==> src/rtl/ntsc_pkg.sv <==
// Shared NTSC timing constants, line-type encoding and small helpers for the
// ntsc_timing_gen block. All counts are in 32 MHz pixel clocks.
package ntsc_pkg;

  localparam logic [10:0] H_TOTAL     = 11'd2032;
  localparam logic [10:0] H_SYNC      = 11'd150;
  localparam logic [10:0] H_EQ        = 11'd75;
  localparam logic [10:0] H_BROAD     = 11'd866;
  localparam logic [10:0] H_HALF      = 11'd1016;
  localparam logic [10:0] BURST_START = 11'd169;
  localparam logic [10:0] BURST_LEN   = 11'd80;
  localparam logic [10:0] ACT_START   = 11'd340;
  localparam logic [10:0] ACT_LEN     = 11'd1664;

  localparam logic [8:0] V_TOTAL       = 9'd262;
  localparam logic [8:0] V_VSYNC_START = 9'd3;
  localparam logic [8:0] V_EQ2_START   = 9'd6;
  localparam logic [8:0] V_BLANK_START = 9'd9;
  localparam logic [8:0] V_ACT_START   = 9'd20;
  localparam logic [8:0] V_ACT_LEN     = 9'd240;

  localparam logic [3:0] BLANK_LVL = 4'd4;
  localparam logic [3:0] SYNC_LVL  = 4'd0;

  typedef enum logic [1:0] {
    LT_EQ     = 2'd0,
    LT_VSYNC  = 2'd1,
    LT_BLANK  = 2'd2,
    LT_ACTIVE = 2'd3
  } line_type_t;

  // Equalising lines bracket the broad-pulse lines; everything outside the
  // active window that is not vertical sync is plain blanking.
  function automatic line_type_t line_type_of(input logic [8:0] v);
    if (v < V_VSYNC_START)                                   return LT_EQ;
    else if (v < V_EQ2_START)                                return LT_VSYNC;
    else if (v < V_BLANK_START)                              return LT_EQ;
    else if (v >= V_ACT_START && v < V_ACT_START + V_ACT_LEN) return LT_ACTIVE;
    else                                                     return LT_BLANK;
  endfunction

  function automatic logic [3:0] clamp_black(input logic [3:0] luma);
    return (luma > BLANK_LVL) ? luma : BLANK_LVL;
  endfunction

endpackage

==> src/rtl/ntsc_line_decode.sv <==
// Combinational decode of horizontal position and line type into the
// sync, colorburst and active-video windows. Sync always wins.
module ntsc_line_decode
  import ntsc_pkg::*;
(
  input  logic [10:0] hcnt,
  input  logic [1:0]  line_type,
  output logic        sync,
  output logic        burst,
  output logic        active
);

  logic sync_raw;
  logic burst_raw;
  logic active_raw;
  logic in_hsync;
  logic in_burst;
  logic in_active;

  assign in_hsync  = hcnt < H_SYNC;
  assign in_burst  = (hcnt >= BURST_START) && (hcnt < BURST_START + BURST_LEN);
  assign in_active = (hcnt >= ACT_START) && (hcnt < ACT_START + ACT_LEN);

  // NOTE: every output of a combinational block gets a default first, so no
  // path through the case can leave a value held and infer a latch.
  always_comb begin
    sync_raw   = 1'b0;
    burst_raw  = 1'b0;
    active_raw = 1'b0;
    case (line_type_t'(line_type))
      LT_EQ: begin
        sync_raw = (hcnt < H_EQ) || ((hcnt >= H_HALF) && (hcnt < H_HALF + H_EQ));
      end
      LT_VSYNC: begin
        sync_raw = (hcnt < H_BROAD) || ((hcnt >= H_HALF) && (hcnt < H_HALF + H_BROAD));
      end
      LT_BLANK: begin
        sync_raw  = in_hsync;
        burst_raw = in_burst;
      end
      LT_ACTIVE: begin
        sync_raw   = in_hsync;
        burst_raw  = in_burst;
        active_raw = in_active;
      end
      default: ;
    endcase
  end

  // Mutual exclusion guards against overlapping windows from bad constants.
  assign sync   = sync_raw;
  assign burst  = burst_raw & ~sync_raw;
  assign active = active_raw & ~sync_raw & ~burst_raw;

endmodule

==> src/rtl/ntsc_timing_gen.sv <==
// Progressive 262-line NTSC timing generator with pixel fetch and luma+sync
// output. Define NTSC_TESTBARS_EN to replace source luma with 8 grey bars.
module ntsc_timing_gen
  import ntsc_pkg::*;
(
  input  logic        clk,
  input  logic        reset_n,
  input  logic [3:0]  pix_luma,
  output logic        pix_req,
  output logic [10:0] pix_x,
  output logic [7:0]  pix_y,
  output logic        active_dly,
  output logic        cb_dly,
  output logic [3:0]  luma_sync_d2,
  output logic        frame_start
);

  logic [10:0] hcnt;
  logic [8:0]  vcnt;
  logic [1:0]  line_type;
  logic        sync;
  logic        burst;
  logic        active;
  logic        sync_dly;
  logic [3:0]  src_luma;

  assign line_type = line_type_of(vcnt);

  ntsc_line_decode u_decode (
    .hcnt      (hcnt),
    .line_type (line_type),
    .sync      (sync),
    .burst     (burst),
    .active    (active)
  );

  // NOTE: sequential state uses non-blocking assignments so every flop samples
  // the pre-edge value of its inputs regardless of statement order.
  always_ff @(posedge clk or negedge reset_n) begin
    if (!reset_n) begin
      hcnt <= '0;
      vcnt <= '0;
    end else if (hcnt == H_TOTAL - 11'd1) begin
      hcnt <= '0;
      vcnt <= (vcnt == V_TOTAL - 9'd1) ? '0 : vcnt + 9'd1;
    end else begin
      hcnt <= hcnt + 11'd1;
    end
  end

  // Stage 1: all window flags share one register so burst and active stay aligned.
  always_ff @(posedge clk or negedge reset_n) begin
    if (!reset_n) begin
      pix_req     <= 1'b0;
      pix_x       <= '0;
      pix_y       <= '0;
      active_dly  <= 1'b0;
      cb_dly      <= 1'b0;
      sync_dly    <= 1'b0;
      frame_start <= 1'b0;
    end else begin
      pix_req     <= active;
      active_dly  <= active;
      cb_dly      <= burst;
      sync_dly    <= sync;
      frame_start <= (hcnt == '0) && (vcnt == '0);
      if (active) begin
        pix_x <= hcnt - ACT_START;
        pix_y <= 8'(vcnt - V_ACT_START);
      end
    end
  end

`ifdef NTSC_TESTBARS_EN
  logic unused_pix_luma;
  assign unused_pix_luma = ^pix_luma;
  assign src_luma        = {1'b1, pix_x[10:8]};
`else
  assign src_luma = pix_luma;
`endif

  // Stage 2: the source answers the stage-1 request one clock later.
  always_ff @(posedge clk or negedge reset_n) begin
    if (!reset_n) begin
      luma_sync_d2 <= BLANK_LVL;
    end else if (sync_dly) begin
      luma_sync_d2 <= SYNC_LVL;
    end else if (active_dly) begin
      luma_sync_d2 <= clamp_black(src_luma);
    end else begin
      luma_sync_d2 <= BLANK_LVL;
    end
  end

endmodule

==> config.mk <==
export PLATFORM = sky130hd
export DESIGN_NAME = ntsc_timing_gen
export DESIGN_NICKNAME = d
export VERILOG_FILES = /design/src/rtl/ntsc_pkg.sv /design/src/rtl/ntsc_line_decode.sv /design/src/rtl/ntsc_timing_gen.sv
export SDC_FILE = /design/constraint.sdc
export NUM_CORES = 1
export LEC_CHECK = 0
export ABC_AREA = 1
export CORE_AREA = 8 8 116 118
export CTS_CLUSTER_DIAMETER = 50
export DETAILED_ROUTE_END_ITERATION = 16
export DIE_AREA = 0 0 124 126
export PLACE_DENSITY = 0.41
export SLEW_MARGIN = 5
export SYNTH_ARGS = -nofsm -noshare
export SYNTH_HDL_FRONTEND = slang
export SYNTH_SLANG_ARGS = --single-unit
==> constraint.sdc <==
create_clock -name clk -period 2.3 [get_ports clk]
set_input_delay 0.46 -clock clk [delete_from_list [all_inputs] [get_ports clk]]
set_output_delay 0.46 -clock clk [all_outputs]
set_load 0.02 [all_outputs]
Word level (Yosys, flattened, before mapping) --
Cells that the tools add are included.
Word-level totals: bits in registers 47, bits in latches 0, RAM bits 0, ROM bits 0, input port bits 6, output and inout port bits 27, logic and storage cells 63, memories kept 0
Operators by class: $add $sub $neg 4, $mul 0, div/mod/pow operators 0, order comparisons 16, equal/unequal tests 5, shift operators 0, mux-type cells 12, bitwise gates (word level) 5, reduce and logical (&&, ||, !) cells 12
Operators with widths (number):
- $lt 11x11->1 const B | 3
- $lt 11x8->1 const B | 2
- $mux 4 | 3
- $add 11x1->11 const B | 1
- $eq 11x11->1 const B | 1
- $ge 11x10->1 const B | 1
- $ge 11x8->1 const B | 1
- $ge 11x9->1 const B | 1
- $logic_not 11->1 | 1
- $lt 11x10->1 const B | 1
- $lt 11x7->1 const B | 1
- $mux 11 | 1
- $sub 11x9->11 const B | 1
- $add 9x1->9 const B | 1
- $eq 9x9->1 const B | 1
- $ge 9x5->1 const B | 1
- $logic_not 9->1 | 1
- $lt 9x2->1 const B | 1
- $lt 9x3->1 const B | 1
- $lt 9x4->1 const B | 1
- $lt 9x9->1 const B | 1
- $mux 9 | 1
- $sub 8x5->8 const B | 1
- $logic_and 1x1->1 | 6
- 11 further kinds | 20

Longest topological paths before layout --
depth in word-level cells 12, gate-level depth with buffers 12, gate-level depth less buffers 11

Hierarchy --
From an unflattened synthesis, not the netlist that was laid out.
Second synthesis, totals: cell total of the unflattened synthesis 402, area total of the unflattened synthesis 2897.8 sq um
Modules (own cells, without submodules):
- ntsc_timing_gen | instances 1, cells an instance 321, area each 2549.9 sq um, sequential area each 1177.4 sq um
- ntsc_line_decode | instances 1, cells an instance 81, area each 347.8 sq um, sequential area each 0.0 sq um

Least setup slack after synthesis --
Ideal clock, no wire load.
path kind reg-to-reg, from register hcnt[2], to register pix_x[8], setup time 0.117 ns, data arrival time 1.468 ns, data required time 2.183 ns, path slack 0.715 ns, stages on the path, launching flop included 9, buffers on the path 1, period minus slack after synthesis 1.585 ns, cell sequence dfrtp_1 > buf_2 > inv_1 > ha_1 > o21ai_0 > a21oi_1 > xor2_1 > nand2_1 > nand2_1
On the way: word-level cells in the longest chain between the ends 7, elaborated cells on any way between the ends 24, those cells by class 1 x add/sub; 10 x order compare; 3 x mux; 4 x bitwise; 6 x reduce/logical
Ends and longest elaborated chain:
- start: declaration | line ntsc_timing_gen.sv:18 | logic [10:0] hcnt;
- start signal: assignment | line ntsc_timing_gen.sv:47 | hcnt <= hcnt + 11'd1;
- $ge 11x10->1 (tied with other cells) | line ntsc_line_decode.sv:32, ntsc_line_decode.sv:35
- $logic_and 1x1->1 (on tied branches) | line ntsc_line_decode.sv:35, ntsc_line_decode.sv:32
- $logic_or 1x1->1 (on tied branches) | line ntsc_line_decode.sv:35, ntsc_line_decode.sv:32
- $pmux 1 s3 | line ntsc_line_decode.sv:30 | case (line_type_t'(line_type))
- $not 1->1 | line ntsc_line_decode.sv:53 | assign active = active_raw & ~sync_raw & ~burst_raw;
- $and 1x1->1 (2 in series) | line ntsc_line_decode.sv:53
- end signal: assignment | line ntsc_timing_gen.sv:68 | pix_x <= hcnt - ACT_START;
- end: declaration | line ntsc_timing_gen.sv:10 | output logic [10:0] pix_x,
Parallel ways exist; a longest one is shown, timed or not. A chain may end at the register's enable or synchronous reset.

Worst setup path after layout --
from register hcnt[3], to register pix_x[9]
The elaborated chain is that of the path after synthesis.

==> impl_results.md <==
- Crit path max fanout: 11
- Rel. slew slack: 47.8%
- Share of cells above drive strength 1: 8.67%
- Syn. warnings: 0
- Final wirelength: 7.36 mm
- CP max-delay cell: dfrtp_1
- Register area: 0.00118 mm²
- Static Leak: 0.00168 µW
- Worst EP arrival: 2140 ps
- GRT overflow: 0
- HPWL Detailed: 5.68 mm
- Critical path's largest stage delay: 490 ps
- Min cycle time layout: 1910 ps
- Die extent in y: 126 µm
- Final Cycle Share: 82.9%
- H-tree depth: 2
- Actual slew at the worst max-slew pin: 783 ps
- Number of fill cells: 1296
- Vias per cell: 4.33
- CTS root buf: clkbuf_16
- IO Pins: 33
- Hold/Removal Path Class: primary input to async pin
- Pwr per Cell Area: 493 mW/mm²
- Post-synthesis instance total: 382
- Insertion delay to the later sink of the worst-skew pair: 290 ps
- Initial cell density of the core: 24.4%
- CTS max path bufs: 2
- Port buffer count: 32
- Post-Syn Area: 0.00285 mm²
- PostCTS Resize Cnt: 0
- RSZ-0062 raised after global routing: no
- Buffers & Inverters on Critical Path: 2
- Post-route setup slack: 393 ps
- Core ar.: 0.0117 mm²
- Final Hold Viols: 0
- CTS clk-pin slew, worst paths: 70 ps
- Largest delay share family, worst path: simple AND/OR/NAND/NOR gates
- Final ANT Viol Nets: 0
- Synth cell types: 34
- Status: completed
- Largest net degree at the start of global routing: 34
- # rows: 40
- Hold_ws: 242 ps
- Total global-route track usage: 10.0%
- Diode count: 0
- Most frequent cells in the layout: 123 x nand2_1, 46 x dfrtp_1, 41 x nor2_1
- Global-route wire length before repair: 12.6 mm
- Post-CTS setup buffer count: 0
- Setup_tns: 0 ps
- Nets: 434
- DRC viols: 0
- Die width: 124 µm
- Final setup viols: 0
- Max Clk Rate: 524 MHz
- Max cap viols: 0
- Register area share after synthesis: 41.3%
- WS Path Type: register to register
- Slew Limit Fails: 0
- CTS tree: built
- Multi-input logic area: 0.00142 mm²
- Seq cells post-synth: 47
- Wirelength per Cell: 13.1 µm
- Initial antenna violation count: 0
- CP cell instances: inv_1 > ha_1 > nand3_1 > nor2_1 > nand2_1 > nand2_1 > nand2_2 > nor2_4 > buf_4 > nand2_1 > nand2_1
- DP Worst Slack: 409 ps
- Worst setup EP type: register
- 1st-iter DRT viols: 151
- Cts hold-fix bufs: 0
- Peak VDD IR: 303 µV
- Crit path launch type: register
- Leading cell type in the layout, fill and taps excluded: nand2_1
- Syn Area/Cell: 7.47 µm²
- Die area: 0.0156 mm²
- Via count: 2436
- Syn_nets: 402
- Cts bufs inserted: 5
- Vias in the first global route: 2528
- Cell mode on critical path: nand2_1
- Area added between synthesis and finish: 21.7%
- Setup Skew: 7.07 ps
- Clock sinks: 47
- Final GP Congestion: 0.849
- CP required: 2530 ps
- 1st-pass router iterations: 6
[flip-flops by register name, summed over array words and instances (netlist names)]
signal        flops
active_dly        1
pix_x            11
frame_start       1
sync_dly          1
luma_sync_d2      4
pix_y             8
hcnt             11
cb_dly            1
vcnt              9
[worst paths after layout]
kind	endpoint	slack (ps)	from	cells after the start
hold / removal	vcnt[3]$_DFFE_PN0N_	240	reset_n	1
setup reg to reg	pix_x[9]$_DFFE_PN0P_	390	hcnt[3]$_DFF_PN0_	11
hold reg to reg	luma_sync_d2[2]$_DFF_PN1_	390	sync_dly$_DFF_PN0_	1
max in group asynchronous	hcnt[7]$_DFF_PN0_	1370	reset_n	2
min in group clk	luma_sync_d2[2]$_DFF_PN1_	390	sync_dly$_DFF_PN0_	1
setup / recovery	pix_x[9]$_DFFE_PN0P_	390	hcnt[3]$_DFF_PN0_	11
[cell usage after synthesis]
master,number,area (µm²)
o21ai_0,17,85.1
nand2_1,123,462
dfrtp_1,46,1150
nand3b_1,1,7.51
buf_2,3,15.0
inv_1,36,135
nor2_1,41,154
xnor2_1,2,17.5
nand4_1,3,18.8
nor4_1,2,12.5
o2111ai_1,1,8.76
a211oi_1,1,7.51
nand3_1,22,110
nand3_2,3,30.0
inv_2,6,22.5
buf_6,2,22.5
xor2_1,12,105
nor3_2,1,10.0
a41oi_1,1,8.76
nor2_4,1,11.3
o21ai_1,2,10.0
clkinv_2,1,5.00
a21oi_1,10,50.1
a31oi_1,2,12.5
nor3b_2,1,12.5
nor3_1,10,50.1
ha_1,14,175
o21bai_1,1,7.51
o21a_1,1,7.51
inv_4,1,6.26
dfstp_2,1,26.3
nor2_2,4,25.0
buf_4,6,45.0
nand2_2,4,25.0
[metrics by stage]
stage	utilization (%)	power (µW)	instance area, µm²	cells
3_5_place_dp	28.2	874	3300	554
3_3_place_gp	28.2	874	3300	554
4_1_cts	29.6	1740	3470	562
6_report	29.6	1710	3470	562
5_1_grt	29.6	1770	3470	562
2_1_floorplan	-	844	2850	382
[worst reg2reg max path, stage by stage (launching register included)]
cell and delay, ps:
dfrtp_1 490, inv_1 180, ha_1 160, nand3_1 70, nor2_1 150, nand2_1 70
nand2_1 80, nand2_2 60, nor2_4 230, buf_4 220, nand2_1 70, nand2_1 60
[metal layers]
metal	vias up	GRT usage, %	routed length, µm
met5	-	0	0
met4	0	3.78	144
met3	9	1.97	359
met2	47	16.5	3340
met1	1121	12.6	3510
li1	1259	-	-
[kinds of logic (layout without fill, tap and decap cells)]
kind of cell,Yosys count,in the layout,share of synthesized area (%)
compound gates,36,36,6.93
flops,47,47,41.3
simple gates,216,216,32.5
xor+xnor,14,14,4.30
buf+inv,55,88,8.82
fa+ha+maj,14,14,6.14
[layout make-up]
type | instances | share of cell area (%)
Inverter | 44 | 4.87
Clock buffer | 5 | 3.60
Tap cell | 147 | 5.30
Multi-Input combinational cell | 280 | 41.0
Sequential cell | 47 | 33.9
Timing Repair Buffer | 36 | 9.95
Clock inverter | 3 | 1.33
[where the power goes]
| group | switching [µW] | internal, µW | total, µW |
|---|---|---|---|
| Clock | 337 | 517 | 854 |
| Sequential | 0 | 826 | 826 |
| Combinational | 20.3 | 9.60 | 29.9 |
Power figures use the tool's default switching activity.
